==> config.mk <==
export PLATFORM = sky130hd
export DESIGN_NAME = vote_sched_flat
export DESIGN_NICKNAME = d
export VERILOG_FILES = /design/src/rtl/vote_sched_if.sv /design/src/rtl/vote_sched.sv /design/src/flat_wrapper.sv
export SDC_FILE = /design/constraint.sdc
export NUM_CORES = 1
export LEC_CHECK = 0
export ABC_AREA = 1
export CORE_MARGIN = 2
export CORE_UTILIZATION = 59
export CTS_CLUSTER_DIAMETER = 80
export DETAILED_ROUTE_END_ITERATION = 10
export HOLD_SLACK_MARGIN = 0.12
export PLACE_DENSITY = 0.8
export SLEW_MARGIN = 20
export SYNTH_ARGS = -nofsm -noshare
export SYNTH_HDL_FRONTEND = slang
export SYNTH_SLANG_ARGS = --single-unit
==> constraint.sdc <==
create_clock -name clk -period 2.7 [get_ports clk]
set_clock_uncertainty 0.15 [all_clocks]
set_input_delay 0.405 -clock clk [delete_from_list [all_inputs] [get_ports clk]]
set_output_delay 0.405 -clock clk [all_outputs]
set_load 0.01 [all_outputs]
==> src/rtl/vote_sched_if.sv <==
// Result handshake between the tree-engine arbiter and the batch controller,
// plus the per-accept strobe and slot index that go on to the vote buffer.
//   i_res_vld   : result valid from the tree-engine arbiter
//   o_res_rdy   : controller can take a result this cycle
//   o_accum_vld : accumulate strobe to the vote buffer (high on accept)
//   o_vote_slot : vote slot the buffer accumulates into
// modport slave  : the controller side
// modport master : the arbiter / vote-buffer side
interface vote_sched_if #(
  parameter int BRAM_AWIDTH = 14
) ();
  logic                   i_res_vld;
  logic                   o_res_rdy;
  logic                   o_accum_vld;
  logic [BRAM_AWIDTH-1:0] o_vote_slot;

  modport slave (
    input  i_res_vld,
    output o_res_rdy,
    output o_accum_vld,
    output o_vote_slot
  );

  modport master (
    output i_res_vld,
    input  o_res_rdy,
    input  o_accum_vld,
    input  o_vote_slot
  );
endinterface

==> src/rtl/vote_sched.sv <==
// Batch controller for the vote accumulation buffer.
// Sequences one inference batch: validates and latches the configuration on
// i_start, accepts per-tree results spaced far enough apart that the vote
// buffer's read-modify-write pipeline never sees a hazard, drains that
// pipeline, then hands the BRAM to the PS until i_ps_ack.
// Ports:
//   clk, rst        : clock, asynchronous active-high reset
//   i_start         : begin batch pulse (only honoured in IDLE)
//   i_is_clf, i_n_labels, i_n_trees, i_n_samples : batch configuration
//   res             : result handshake / accumulate strobe / vote slot
//   o_is_clf, o_n_labels : latched configuration to the vote buffer
//   o_is_ps_read, o_done_irq : BRAM owned by PS (high in PS_READ)
//   o_busy          : controller not idle
//   o_cfg_err       : one-cycle pulse on a rejected start
//   i_ps_ack        : PS finished reading (only honoured in PS_READ)
module vote_sched #(
  parameter int N_LABELS_WIDTH = 4,
  parameter int BRAM_AWIDTH    = 14,
  parameter int TREE_WIDTH     = 8,
  parameter int HAZARD_GAP     = 5,
  parameter int DRAIN_CYCLES   = 8
) (
  input  logic                      clk,
  input  logic                      rst,
  input  logic                      i_start,
  input  logic                      i_is_clf,
  input  logic [N_LABELS_WIDTH-1:0] i_n_labels,
  input  logic [TREE_WIDTH-1:0]     i_n_trees,
  input  logic [BRAM_AWIDTH-1:0]    i_n_samples,
  vote_sched_if.slave               res,
  output logic                      o_is_clf,
  output logic [N_LABELS_WIDTH-1:0] o_n_labels,
  output logic                      o_is_ps_read,
  output logic                      o_busy,
  output logic                      o_done_irq,
  output logic                      o_cfg_err,
  input  logic                      i_ps_ack
);

  localparam int PW          = N_LABELS_WIDTH + BRAM_AWIDTH;
  localparam int MAX_LABELS  = 2**N_LABELS_WIDTH - 1;
  localparam int MAX_SPACING = (MAX_LABELS > HAZARD_GAP) ? MAX_LABELS : HAZARD_GAP;
  localparam int GAP_W       = $clog2(MAX_SPACING + 1);
  localparam int DRAIN_W     = $clog2(DRAIN_CYCLES + MAX_LABELS + 1);
  localparam logic [PW-1:0] CAPACITY = PW'(2**BRAM_AWIDTH);

  typedef enum logic [1:0] {IDLE, RUN, DRAIN, PS_READ} state_t;

  state_t                    state_reg, state_next;
  logic [BRAM_AWIDTH-1:0]    slot_reg, slot_next;
  logic [TREE_WIDTH-1:0]     tree_reg, tree_next;
  logic [GAP_W-1:0]          gap_reg, gap_next;
  logic [DRAIN_W-1:0]        drain_reg, drain_next;
  logic                      is_clf_reg, is_clf_next;
  logic [N_LABELS_WIDTH-1:0] n_labels_reg, n_labels_next;
  logic [TREE_WIDTH-1:0]     n_trees_m1_reg, n_trees_m1_next;
  logic [BRAM_AWIDTH-1:0]    n_samples_m1_reg, n_samples_m1_next;
  logic [GAP_W-1:0]          spacing_m1_reg, spacing_m1_next;
  logic [DRAIN_W-1:0]        drain_load_reg, drain_load_next;
  logic                      cfg_err_reg, cfg_err_next;

  logic          res_rdy;
  logic          accept;
  logic [PW-1:0] cap_prod;
  logic          cfg_bad;
  logic [GAP_W-1:0] spacing;

  // Capacity check at full product width so an over-size batch cannot alias
  // back into range.
  assign cap_prod = PW'(i_n_labels) * PW'(i_n_samples);
  assign cfg_bad  = (i_n_trees == '0) || (i_n_samples == '0) ||
                    (i_is_clf && ((i_n_labels < N_LABELS_WIDTH'(2)) ||
                                  (cap_prod > CAPACITY)));

  // A classification accept writes n_labels consecutive vote words, so the
  // spacing must cover whichever is longer: the label burst or the hazard gap.
  always_comb begin
    spacing = GAP_W'(HAZARD_GAP);
    if (i_is_clf && (GAP_W'(i_n_labels) > GAP_W'(HAZARD_GAP))) begin
      spacing = GAP_W'(i_n_labels);
    end
  end

  always_comb begin
    state_next        = state_reg;
    slot_next         = slot_reg;
    tree_next         = tree_reg;
    gap_next          = gap_reg;
    drain_next        = drain_reg;
    is_clf_next       = is_clf_reg;
    n_labels_next     = n_labels_reg;
    n_trees_m1_next   = n_trees_m1_reg;
    n_samples_m1_next = n_samples_m1_reg;
    spacing_m1_next   = spacing_m1_reg;
    drain_load_next   = drain_load_reg;
    cfg_err_next      = 1'b0;
    res_rdy           = 1'b0;
    accept            = 1'b0;

    case (state_reg)
      IDLE: begin
        if (i_start) begin
          if (cfg_bad) begin
            cfg_err_next = 1'b1;
          end else begin
            is_clf_next       = i_is_clf;
            n_labels_next     = i_n_labels;
            n_trees_m1_next   = i_n_trees - TREE_WIDTH'(1);
            n_samples_m1_next = i_n_samples - BRAM_AWIDTH'(1);
            spacing_m1_next   = spacing - GAP_W'(1);
            drain_load_next   = i_is_clf ? DRAIN_W'(DRAIN_CYCLES) + DRAIN_W'(i_n_labels)
                                         : DRAIN_W'(DRAIN_CYCLES);
            slot_next         = '0;
            tree_next         = '0;
            gap_next          = '0;
            state_next        = RUN;
          end
        end
      end

      RUN: begin
        res_rdy = (gap_reg == '0);
        accept  = res.i_res_vld & res_rdy;
        if (gap_reg != '0) begin
          gap_next = gap_reg - GAP_W'(1);
        end
        if (accept) begin
          gap_next = spacing_m1_reg;
          if (tree_reg == n_trees_m1_reg) begin
            tree_next = '0;
            // The final slot is held rather than incremented so a full
            // 2^BRAM_AWIDTH batch never wraps the slot counter.
            if (slot_reg == n_samples_m1_reg) begin
              state_next = DRAIN;
              drain_next = drain_load_reg;
            end else begin
              slot_next = slot_reg + BRAM_AWIDTH'(1);
            end
          end else begin
            tree_next = tree_reg + TREE_WIDTH'(1);
          end
        end
      end

      DRAIN: begin
        // The edge that brings the count to zero is the one that hands over.
        if (drain_reg <= DRAIN_W'(1)) begin
          drain_next = '0;
          state_next = PS_READ;
        end else begin
          drain_next = drain_reg - DRAIN_W'(1);
        end
      end

      PS_READ: begin
        if (i_ps_ack) begin
          state_next = IDLE;
          slot_next  = '0;
        end
      end

      default: state_next = IDLE;
    endcase
  end

  always_ff @(posedge clk or posedge rst) begin
    if (rst) begin
      state_reg <= IDLE;
    end else begin
      state_reg <= state_next;
    end
  end

  always_ff @(posedge clk or posedge rst) begin
    if (rst) begin
      slot_reg         <= '0;
      tree_reg         <= '0;
      gap_reg          <= '0;
      drain_reg        <= '0;
      is_clf_reg       <= 1'b0;
      n_labels_reg     <= '0;
      n_trees_m1_reg   <= '0;
      n_samples_m1_reg <= '0;
      spacing_m1_reg   <= '0;
      drain_load_reg   <= '0;
      cfg_err_reg      <= 1'b0;
    end else begin
      slot_reg         <= slot_next;
      tree_reg         <= tree_next;
      gap_reg          <= gap_next;
      drain_reg        <= drain_next;
      is_clf_reg       <= is_clf_next;
      n_labels_reg     <= n_labels_next;
      n_trees_m1_reg   <= n_trees_m1_next;
      n_samples_m1_reg <= n_samples_m1_next;
      spacing_m1_reg   <= spacing_m1_next;
      drain_load_reg   <= drain_load_next;
      cfg_err_reg      <= cfg_err_next;
    end
  end

  assign res.o_res_rdy   = res_rdy;
  assign res.o_accum_vld = accept;
  assign res.o_vote_slot = slot_reg;
  assign o_is_clf        = is_clf_reg;
  assign o_n_labels      = n_labels_reg;
  // Decoded straight from state so ownership returns to the fabric the
  // moment reset is asserted.
  assign o_is_ps_read    = (state_reg == PS_READ);
  assign o_done_irq      = (state_reg == PS_READ);
  assign o_busy          = (state_reg != IDLE);
  assign o_cfg_err       = cfg_err_reg;

endmodule

==> src/flat_wrapper.sv <==
// flat-port wrapper written by rule: the top's interface ports become plain ports
module vote_sched_flat 
#(
  parameter int N_LABELS_WIDTH = 4,
  parameter int BRAM_AWIDTH    = 14,
  parameter int TREE_WIDTH     = 8,
  parameter int HAZARD_GAP     = 5,
  parameter int DRAIN_CYCLES   = 8
)
  (clk, rst, i_start, i_is_clf, i_n_labels, i_n_trees, i_n_samples, o_is_clf, o_n_labels, o_is_ps_read, o_busy, o_done_irq, o_cfg_err, i_ps_ack, res_i_res_vld, res_o_res_rdy, res_o_accum_vld, res_o_vote_slot);
  vote_sched_if #(.BRAM_AWIDTH(BRAM_AWIDTH)) res_i ();
  input  logic clk;
  input  logic rst;
  input  logic i_start;
  input  logic i_is_clf;
  input  logic [N_LABELS_WIDTH-1:0] i_n_labels;
  input  logic [TREE_WIDTH-1:0] i_n_trees;
  input  logic [BRAM_AWIDTH-1:0] i_n_samples;
  output logic o_is_clf;
  output logic [N_LABELS_WIDTH-1:0] o_n_labels;
  output logic o_is_ps_read;
  output logic o_busy;
  output logic o_done_irq;
  output logic o_cfg_err;
  input  logic i_ps_ack;
  input wire logic [$bits(res_i.i_res_vld)-1:0] res_i_res_vld;
  output wire logic [$bits(res_i.o_res_rdy)-1:0] res_o_res_rdy;
  output wire logic [$bits(res_i.o_accum_vld)-1:0] res_o_accum_vld;
  output wire logic [$bits(res_i.o_vote_slot)-1:0] res_o_vote_slot;
  assign res_i.i_res_vld = res_i_res_vld;
  assign res_o_res_rdy = res_i.o_res_rdy;
  assign res_o_accum_vld = res_i.o_accum_vld;
  assign res_o_vote_slot = res_i.o_vote_slot;
  vote_sched #(.N_LABELS_WIDTH(N_LABELS_WIDTH), .BRAM_AWIDTH(BRAM_AWIDTH), .TREE_WIDTH(TREE_WIDTH), .HAZARD_GAP(HAZARD_GAP), .DRAIN_CYCLES(DRAIN_CYCLES)) u_core (.clk(clk), .rst(rst), .i_start(i_start), .i_is_clf(i_is_clf), .i_n_labels(i_n_labels), .i_n_trees(i_n_trees), .i_n_samples(i_n_samples), .res(res_i), .o_is_clf(o_is_clf), .o_n_labels(o_n_labels), .o_is_ps_read(o_is_ps_read), .o_busy(o_busy), .o_done_irq(o_done_irq), .o_cfg_err(o_cfg_err), .i_ps_ack(i_ps_ack));
endmodule
==> reports/metrics.yaml, run 1 <==
synth_edf_count: 0
netlist_top_cells_area: "dfrtp_1, nand2_1, inv_1"
clock.fmax_mhz: 248
syn_area_um2: 6380
swShare_pct: 45.6
synth_compound_area_share_pct: 9.08
cp.required_ns: 2.81
synth_ff_type: "dfrtp_1"
drtPass1Iterations: 6
multi_input_area_um2: 4410
grtUsageMet1_pct: 39.5
yosysMostFrequentCell: "nand2_1"
crit_path_start_kind: "input port"
clk_latency_ns: 0.37
worstSetupEndpointType: "register"
ctsRootBufferMaster: "clkbuf_8"
synthMuxAreaShare_pct: 0
synth_top_family_by_area: "simple AND/OR/NAND/NOR gates"
layout-drive-gt1-share_pct: 27.8
cts_tree: "yes"
outcome: "finished, violations left"
antenna_found_initial: 0
grt_start_max_net_pins: 36
gp_congestion: 0.909
grt_setup_unrepaired: "yes"
cts-hold-fix-buffers: 0
port_buffers: 56
post_drt_wl_per_cell_um: 16.4
fin_total_pwr_uw: 6570
regArea_um2: 1750
switchingPower_uw: 3000
final.setup.worst_slack_ns: -1.33
postSynthCellCount: 941
slew_viol_final: 0
post_dp_cell_area_um2: 7700
synthAdderAreaFrac_pct: 14.2
combPwrFrac_pct: 62.0
wl_mm: 20.0
setup_viol: 65
fin_crit_ns: 4.03
syn_nets: 1031
syn_area_per_cell_um2: 6.78
clk_pin_slew_ns: 0.08
grt_usage_pct: 34.1
worstMarginPinSlew_ns: 0.647
grt_pass1_vias: 6779
synth_top_area_cell: "dfrtp_1"
ios: 57
clkPwrFrac_pct: 12.6
hold_path_class: "in -> async"
htreeDepth: 3
maxCapViolCount: 0
routed_via_density: 5.63
hold_violations: 0
drtIter0Drc: 566
ys_top_cells_by_count: "nand2_1, inv_1, nor2_1, dfrtp_1, nand3_1"
vias: 6883
holdWs_ns: 0.240
ys_async_sr_fraction_pct: 100
initial_core_util_pct: 61.2
yosys_warnings: 0
met2_usage_pct: 59.9
rows: 37
antenna_cells: 0
post-route-period-util_pct: 149
cts_made_buffers: 9
grt_pass1_wl_mm: 31.4
violations: "setup timing"
die_h_um: 108
fin_area_um2: 8830
ant_nets: 0
design.core.area_um2: 10400
synth_cell_types: 44
synth_top_area_share_pct: 27.5
area_delta_synth_final_pct: 38.3
hpwl_mm: 11.7
synth-simple-area-share_pct: 31.2
die_w_um: 108
top_usage_layer: "met2"
die_area_um2: 11700
relSlewSlack_pct: 56.9
path_max_fanout: 8
tns_ns: -81.51
critPathKind: "in -> reg"
seqPwrFrac_pct: 25.3
arrival_ns: 4.14
gr-usage-met3_pct: 6.03
fin_nets: 1172
ys_seq_area_share_pct: 27.5
cts_buffer_depth: 2
clock_sinks: 70
final_util_pct: 84.7
internal_power_uw: 3570
ys_ff_latch: 70
synth_xor_area_share_pct: 4.39
drc: 0
num-fill-cells: 588
pwr_density_cell_nw_per_um2: 744
peakVddDrop_v: 0.000571
p_leak_uw: 0.00453
grt.overflow.total: 0
final cells by class:
| type | instances | area share [%] |
|---|---|---|
| multi-input cells | 659 | 50.0 |
| flip-flops and latches | 70 | 19.8 |
| repair buffers | 160 | 18.4 |
| inverters | 182 | 7.81 |
| well taps | 136 | 1.93 |
| clock buffers | 11 | 1.49 |
| clock inverters | 5 | 0.567 |
per-stage QoR:
step | setup WS, ns | cells
detailed placement | -2.02 | 1167
floorplan | -1.17 | 941
global route | -1.45 | 1223
CTS | -1.04 | 1212
global placement | -1.96 | 1167
finish | -1.33 | 1223
power groups by stage:
stage	sequential [µW]	combinational (µW)	clock [µW]
2_1_floorplan	1600	2250	0
3_3_place_gp	1630	3000	0
3_5_place_dp	1640	3080	0
4_1_cts	1630	3620	825
5_1_grt	1700	4390	882
6_report	1660	4080	831
routing by layer:
| layer | vias up | wire (µm) |
|---|---|---|
| li1 | 3196 | - |
| met1 | 3235 | 7510 |
| met2 | 352 | 10200 |
| met3 | 100 | 1300 |
| met4 | 0 | 1000 |
| met5 | - | 0 |
path summary, 6_finish.rpt:
check | slack, ns | depth (start not counted) | end | startpoint
max | -1.33 | 28 | u_core.spacing_m1_reg[1] | i_n_labels[1]
max reg2reg | 0.26 | 8 | u_core.res.o_vote_slot[12] | u_core.state_reg[0]
min | 0.24 | 2 | u_core.n_trees_m1_reg[5] | rst
min in group clk | 0.26 | 4 | u_core.n_samples_m1_reg[3] | i_n_samples[3]
min reg2reg | 0.35 | 1 | u_core.o_n_labels[2] | u_core.o_n_labels[2]
max in group asynchronous | 1.57 | 3 | u_core.res.o_vote_slot[4] | rst
timing repair:
| action | CTS | global route |
|---|---|---|
| setup endpoints to repair | 65 | 67 |
| hold endpoints to repair | 0 | 0 |
| cloned | 7 | 2 |
| pin swaps | 55 | 44 |
| resized for setup | 147 | 71 |
| buffers inserted | 23 | 9 |
worst max-delay path: stages:
cell and delay, ns:
buf_8 0.10, buf_4 0.13, nand2_1 0.09, inv_1 0.07, fa_1 0.56, inv_2 0.05
fa_1 0.56, inv_2 0.06, ha_4 0.30, nand2_4 0.06, nor2_4 0.11, nand3_2 0.09
nand2_2 0.12, nand2_1 0.08, nand2_1 0.08, nand3_1 0.07, nor2_1 0.11, nand3_1 0.08
nand2_1 0.11, nand2_2 0.08, nand2_2 0.08, nand2_4 0.07, nor2_4 0.11, buf_12 0.12
buf_8 0.11, buf_12 0.13, nand2_1 0.07, o21a_1 0.10
cell families after synthesis:
kind of cell / count (synthesis)
XOR/XNOR: 32
AND/OR/NAND/NOR: 466
flip-flops: 70
buffers and inverters: 214
AO/OA/AOI/OAI: 101
adder cells (fa/ha/maj): 58
placed cells by master (no fill, tap or decap), types with 6 or more instances in the layout:
cell type	n
nand2_1	210
inv_1	150
buf_4	78
dfrtp_1	70
nor2_1	68
nand2_2	54
clkdlybuf4s50_1	40
nand3_1	33
inv_2	29
nand4_1	27
o21ai_1	23
o21ai_0	23
fa_1	23
ha_1	22
xnor2_1	18
nand2_4	17
nor3_1	14
xor2_1	14
nand3_2	11
a21oi_1	11
ha_4	11
buf_12	11
o21ai_2	10
o21a_1	9
clkbuf_8	9
nor2_2	8
buf_6	8
a21oi_2	6
buf_16	6
buf_2	6
(Power assumes the default switching activity.)
==> run 2, diff against run 1 <==
Settings changed: CORE_UTILIZATION 59 to 64, DONT_BUFFER_PORTS set to 1, PLACE_DENSITY 0.8 to 0.79, TNS_END_PERCENT set to 30.
==> run 2 against run 1 <==
  * The run still ends with setup timing left
  * Final area decreased by 8.1%
  * Power down 1.4%
  * Critical path depth decreased by 2
  * Fmax up 12%
  * Die area fell by 7.5%
  * Wire length down 3.5%
  * Via count shrank 3.2%
  * Non-clock buffer count decreased by 85
  * Register-to-register slack got worse by 0.21 ns
  * Worst setup slack gained 0.42 ns
  * Largest cell class unchanged
  * Highest routed layer unchanged
==> reports/metrics.yaml, run 2 (synthesis gave the netlist of run 1 again) <==
outcome: "finished, violations left"
violations: "setup timing"
path_max_fanout: 16
holdWs_ns: 0.123
peakVddDrop_v: 0.000429
arrival_ns: 3.77
die_area_um2: 10800
cts_made_buffers: 9
p_leak_uw: 0.00416
design.core.area_um2: 9730
critPathKind: "in -> reg"
clock_sinks: 70
grt_setup_unrepaired: "yes"
num-fill-cells: 582
crit_family: "simple AND/OR/NAND/NOR gates"
grt_usage_pct: 33.3
htreeDepth: 3
crit_path_start_kind: "input port"
routed_via_density: 5.87
worstMarginPinSlew_ns: 0.771
drc: 0
layout-drive-gt1-share_pct: 21.9
port_buffers: 0
critical_path.slowest_cell: "fa_1"
die_h_um: 104
worstSetupEndpointType: "register"
clk_latency_ns: 0.38
worst-path-buf-inv: 6
cp.required_ns: 2.86
wl_mm: 19.3
fin_crit_ns: 3.61
relSlewSlack_pct: 48.5
antenna_cells: 0
maxCapViolCount: 0
final_common_cell: "nand2_1"
hold_path_class: "in -> reg"
clk_pin_slew_ns: 0.08
initial_core_util_pct: 65.6
ctsRootBufferMaster: "clkbuf_8"
ios: 57
ant_nets: 0
hpwl_mm: 11.9
grt_pass1_vias: 6442
post_dp_cell_area_um2: 6870
gp_congestion: 0.956
cts_buffer_depth: 2
fin_area_um2: 8110
layout_common_cells: "nand2_1, inv_1, dfrtp_1"
post-route-period-util_pct: 134
die_w_um: 104
grt_pass1_wl_mm: 29.4
clock.fmax_mhz: 277
rrSetupSlack_ns: 0.05
hold_violations: 0
rows: 36
post-place-ws_ns: -1.33
final.setup.worst_slack_ns: -0.905
slew_viol_final: 0
drtPass1Iterations: 7
final_util_pct: 83.3
pwr_density_cell_nw_per_um2: 799
area_delta_synth_final_pct: 27.1
grt.overflow.total: 0
cts_tree: "yes"
fin_total_pwr_uw: 6480
vias: 6662
post_drt_wl_per_cell_um: 17.0
grt_start_max_net_pins: 50
drtIter0Drc: 574
antenna_found_initial: 0
fin_nets: 1087
cpPeakStageDelay_ns: 0.56
setup_viol: 65
-- run 2: changes by cell type in the layout (fill, tap and decap cells not counted), sizes merged, moves of 3 or more --
cell,before,now
bufinv,1,4
dlygate4sd2,3,0
clkinv,5,1
buf,112,47
clkdlybuf4s50,40,0
dlygate4sd3,0,24
-- run 2: power by group --
| part | switching (µW) | internal [µW] |
|---|---|---|
| clock network | 432 | 759 |
| logic | 2120 | 1490 |
| registers | 288 | 1390 |
-- run 2: worst paths after layout --
path                                startpoint                         to  cells past startpoint
max                              i_n_labels[3]   u_core.n_trees_m1_reg[3]                     26
min                              i_n_labels[1]       u_core.o_n_labels[1]                      3
max reg2reg                u_core.state_reg[0]  u_core.res.o_vote_slot[7]                      8
min reg2reg                  u_core.gap_reg[1]          u_core.gap_reg[1]                      2
max in group asynchronous                  rst        u_core.state_reg[0]                      3
min in group asynchronous                  rst   u_core.n_trees_m1_reg[3]                      2
-- run 2: per-layer routing --
| layer | up-vias | wire, µm | global-route usage, % |
|---|---|---|---|
| met5 | - | 0 | 0 |
| met2 | 366 | 9960 | 61.3 |
| met3 | 97 | 1390 | 4.78 |
| li1 | 3033 | - | - |
| met1 | 3166 | 7130 | 37.4 |
| met4 | 0 | 838 | 16.5 |
-- run 2: cell type report --
cell class / count / area, µm² / share of cell area [%]
Sequential cell: 70 / 1750 / 21.6
Multi-Input combinational cell: 659 / 4380 / 54.0
Inverter: 182 / 688 / 8.49
Timing Repair Buffer: 75 / 843 / 10.4
Clock buffer: 11 / 151 / 1.87
Tap cell: 133 / 166 / 2.05
Clock inverter: 5 / 129 / 1.59
-- run 2: repair_timing --
item                       4_1_cts  5_1_grt
hold endpoints to repair        46        0
resized for setup               51       82
setup buffers                    4        3
pin swaps                       18       27
cloned                           4        5
setup endpoints to repair       65       66
hold buffers                    24        0
-- run 2: metrics by stage --
step	setup TNS [ns]	std cells
2_1_floorplan	-69.76	941
3_3_place_gp	-76.10	1080
3_5_place_dp	-80.50	1080
4_1_cts	-48.43	1128
5_1_grt	-65.84	1135
6_report	-53.17	1135
-- run 2: worst reg2reg max path, stage by stage (launching register included) --
cell and delay [ns]:
dfrtp_1 0.40, inv_1 0.08, ha_1 0.34, inv_1 0.31
o21ai_0 0.25, nor4_4 0.50, buf_4 0.29, nand4_1 0.15
nand2_2 0.11
